<file path="config.mk">
export PLATFORM = sky130hd
export DESIGN_NAME = reg_file_mp
export DESIGN_NICKNAME = d
export VERILOG_FILES = /design/src/rtl/reg_file_mp.sv
export SDC_FILE = /design/constraint.sdc
export NUM_CORES = 1
export LEC_CHECK = 0
export BUFFER_PORTS_ARGS = -buffer_cell sky130_fd_sc_hd__buf_4
export CAP_MARGIN = 0
export CORE_MARGIN = 10
export CORE_UTILIZATION = 50
export CTS_BUF_LIST = sky130_fd_sc_hd__clkbuf_8 sky130_fd_sc_hd__clkbuf_16
export DETAILED_ROUTE_END_ITERATION = 6
export PLACE_DENSITY = 0.69
export SLEW_MARGIN = 20
export SYNTH_ARGS = -nofsm -noshare
export SYNTH_HDL_FRONTEND = slang
export SYNTH_SLANG_ARGS = --single-unit
export TNS_END_PERCENT = 1
</file>
<file path="constraint.sdc">
create_clock -name clk -period 2.7 [get_ports clk]
set_clock_uncertainty 0.05 [all_clocks]
set_input_delay 0.135 -clock clk [delete_from_list [all_inputs] [get_ports clk]]
set_output_delay 0.135 -clock clk [all_outputs]
set_load 0.02 [all_outputs]
</file>
<file path="src/rtl/reg_file_mp.sv">
// Parametrised multi-port register file: NUM_WR write ports, NUM_RD registered read ports,
// write-first bypass and a registered write-collision flag. Optional macro: ZERO_REG_EN (reg 0 reads as 0).
module reg_file_mp #(
    parameter int DATA_W = 16,
    parameter int ADDR_W = 3,
    parameter int NUM_RD = 3,
    parameter int NUM_WR = 2
) (
    input  logic                     clk,
    input  logic                     RESET,
    input  logic [NUM_WR-1:0]        wr_en,
    input  logic [NUM_WR*ADDR_W-1:0] wr_addr,
    input  logic [NUM_WR*DATA_W-1:0] wr_data,
    input  logic [NUM_RD-1:0]        rd_en,
    input  logic [NUM_RD*ADDR_W-1:0] rd_addr,
    output logic [NUM_RD*DATA_W-1:0] rd_data,
    output logic [NUM_RD-1:0]        rd_valid,
    output logic                     wr_conflict
);

    localparam int DEPTH = 2 ** ADDR_W;

    logic [DATA_W-1:0]        mem      [DEPTH];
    logic [DATA_W-1:0]        mem_next [DEPTH];
    logic [NUM_WR-1:0]        wr_act;
    logic [DEPTH-1:0]         wr_hit;
    logic                     conflict_next;
    logic [NUM_RD*DATA_W-1:0] rd_data_next;

    // Effective write enables; with a hardwired zero register, writes to 0 vanish entirely.
    always_comb begin
        for (int i = 0; i < NUM_WR; i++) begin
            wr_act[i] = wr_en[i];
`ifdef ZERO_REG_EN
            if (wr_addr[i*ADDR_W +: ADDR_W] == '0) begin
                wr_act[i] = 1'b0;
            end
`endif
        end
    end

    // Ports are scanned in ascending order so the highest-index port overwrites the others.
    always_comb begin
        conflict_next = 1'b0;
        wr_hit        = '0;
        for (int a = 0; a < DEPTH; a++) begin
            mem_next[a] = mem[a];
        end
        for (int i = 0; i < NUM_WR; i++) begin
            if (wr_act[i]) begin
                if (wr_hit[wr_addr[i*ADDR_W +: ADDR_W]]) begin
                    conflict_next = 1'b1;
                end
                wr_hit[wr_addr[i*ADDR_W +: ADDR_W]]   = 1'b1;
                mem_next[wr_addr[i*ADDR_W +: ADDR_W]] = wr_data[i*DATA_W +: DATA_W];
            end
        end
    end

    // rd_en is a request with no backpressure: every request is accepted, and rd_valid[j]
    // is high for exactly the one cycle after it, qualifying rd_data[j] (held otherwise).
    // Reading from mem_next gives write-first bypass.
    always_comb begin
        rd_data_next = rd_data;
        for (int j = 0; j < NUM_RD; j++) begin
            if (rd_en[j]) begin
                rd_data_next[j*DATA_W +: DATA_W] = mem_next[rd_addr[j*ADDR_W +: ADDR_W]];
            end
        end
    end

    always_ff @(posedge clk) begin
        if (RESET) begin
            for (int a = 0; a < DEPTH; a++) begin
                mem[a] <= '0;
            end
            rd_data     <= '0;
            rd_valid    <= '0;
            wr_conflict <= 1'b0;
        end else begin
            for (int a = 0; a < DEPTH; a++) begin
                mem[a] <= mem_next[a];
            end
            rd_data     <= rd_data_next;
            rd_valid    <= rd_en;
            wr_conflict <= conflict_next;
        end
    end

endmodule

</file>
==> reports/metrics.yaml <==
drt_iter0_drc: 2163
synth_edf_count: 0
clock-sinks: 180
htreeDepth: 4
tightestPinTransition_ns: 1.174
die_area_um2: 30700
max_slew_margin_pct: 21.58
io_pins: 106
initial_core_util_pct: 51.01
setup_tns_ns: 0
wl_per_cell_um: 27.32
fmax_mhz: 373.1
grt_pass1_vias: 12585
hold_class: "in -> reg"
hold_slack_ns: 0.004434
critPathLaunchType: "input port"
netlist_area_um2: 12050
synth-async-reset-ratio_pct: 0
cp-end-kind: "flop"
post-dp-hpwl_um: 35170
drtPass1Iterations: 6
post-route-min-period_ns: 2.680
fin_crit_sh_pct: 99.26
syn_inst: 1535
synth_top_flop_cell: "dfxtp_1"
p_leak_nw: 5.877
hold_viol_final: 0
cts_root_buf: "clkbuf_16"
grt_overflow: 0
ant_nets: 0
grt_usage_pct: 32.79
cp_max_fo: 9
yosys.area.top_type: "dfxtp_1"
clock_latency_ns: 0.45
p_per_area_nw_per_um2: 540.4
dp_cells: 1879
vdd_drop_max_uv: 400.1
wl_um: 52310
synthTopCellsByArea: "dfxtp_1 (30%), mux2i_1 (11%), nor2_1 (9.0%)"
regToRegSetupSlack_ns: 1.03
area_growth_pct: 15.08
yosysWarnings: 0
port_buffers: 105
chipWidth_um: 175.2
critPathArrivalTime_ns: 2.98
drv_slew: 0
drive_gt1_share_pct: 16.80
synth-seq-cells: 180
rsz0062_at_grt: "no"
syn_nets: 1589
switching_share_pct: 32.92
pwr-share-seq_pct: 39.1
tritoncts: "done"
setup_slack_ns: 0.01989
fin_util_pct: 58.71
cts_resized: 0
path_clk_slew_ns: 0.08
status: "finished, final reports clean"
place_congestion: 1.030
drcViolationCount: 0
crit_type: "in -> reg"
cts_buffer_depth: 2
finalSetupViolCount: 0
p_int_mw: 5.025
grt_max_degree: 93
cp.required_ns: 3.00
yosysMostFrequentCell: "nor2_1"
maxCapViolCount: 0
nets: 1637
rows: 56
grt_pass1_wl_um: 78180
num_vias: 13283
yosys-top-cells-count: "nor2_1 (290), dfxtp_1 (180), mux2i_1 (136)"
antenna_found_initial: 0
yosysSeqAreaShare_pct: 29.92
synth.distinct_cells: 74
pwr-share-clk_pct: 36.9
fp.dieH_um: 175.2
combPwrFrac_pct: 24.0
avgSynthCellArea_um2: 7.847
via_per_inst: 6.936
yosysTopAreaCellShare_pct: 29.92
numCtsBuffers: 17
final_cell_count_no_fill: 1915
dp_slack_ns: 0.2516
p_sw_mw: 2.466
core_area_um2: 23610
state kept, by name, indices dropped and copies added (netlist names):
register and count:
mem 128, rd_data 48, rd_valid 3, wr_conflict 1
layout make-up:
cell class | count | area [µm²]
antenna | 1 | 2.502
clock buffer | 17 | 425.4
clock inverter | 14 | 198.9
fill | 2205 | 9751
inverter | 10 | 37.54
multi-input combinational | 1194 | 7771
sequential | 180 | 3603
tap | 319 | 399.1
timing repair buffer | 180 | 1424
layout by cell type (no fill, tap or decap), types with 48 or more instances in the layout:
| master | Yosys | routed |
|---|---|---|
| nor2_1 | 290 | 290 |
| a21oi_1 | 78 | 78 |
| dfxtp_1 | 180 | 180 |
| a211oi_1 | 97 | 97 |
| buf_4 | 8 | 171 |
| o21ai_0 | 69 | 69 |
| mux2i_1 | 136 | 136 |
| nand2_1 | 73 | 73 |
| nor3_1 | 48 | 48 |
worst max-delay path: stages:
cell and delay (ns):
dlygate4sd3_1 0.53, buf_4 0.16, nand4b_1 0.70, buf_4 0.46, mux2i_1 0.41, a211oi_1 0.15
a211o_1 0.30, o211a_1 0.12
power groups by stage:
stage / clock network (mW) / logic (mW) / registers [mW]
floorplan: 0 / 0.987 / 3.04
global placement: 0 / 1.70 / 2.99
detailed placement: 0 / 1.72 / 2.98
CTS: 2.74 / 1.73 / 2.93
global route: 2.85 / 1.90 / 2.94
finish: 2.76 / 1.80 / 2.93
kinds of logic (layout without fill, tap and decap cells):
| family | Yosys count | after routing | share of synthesized area, % |
|---|---|---|---|
| other cells | 0 | 1 | 0 |
| xor+xnor | 7 | 7 | 0.5090 |
| flops | 180 | 180 | 29.92 |
| buf+inv | 161 | 221 | 5.775 |
| simple gates | 552 | 552 | 21.57 |
| mux | 177 | 177 | 15.16 |
| compound gates | 458 | 458 | 27.07 |
worst paths after layout:
check,start,end,cells after the start
worst max register to register,mem[0][59],rd_data[43],5
worst max-delay path,wr_en[0],rd_data[5],8
worst min-delay path,wr_data[26],mem[1][58],3
worst min register to register,rd_data[43],rd_data[43],2
metrics by stage:
step | power, mW | cell area [µm²]
final | 7.491 | 13860
after detailed placement | 4.707 | 13200
after CTS | 7.404 | 13860
after floorplan | 4.029 | 12050
after global placement | 4.688 | 13200
after global routing | 7.690 | 13860
routing by layer:
layer / global-route usage, % / part of all wire [%] / routed length, µm
met1: 42.00 / 39 / 20400
met2: 48.91 / 42 / 21910
met3: 9.399 / 13 / 6776
met4: 17.31 / 6.2 / 3231
met5: 0 / 0 / 0
what timing repair did:
item	CTS	global route
endpoints found under the hold margin	5	0
hold buffers	4	0
buffers inserted	0	0
Power figures use the tool's default switching activity.
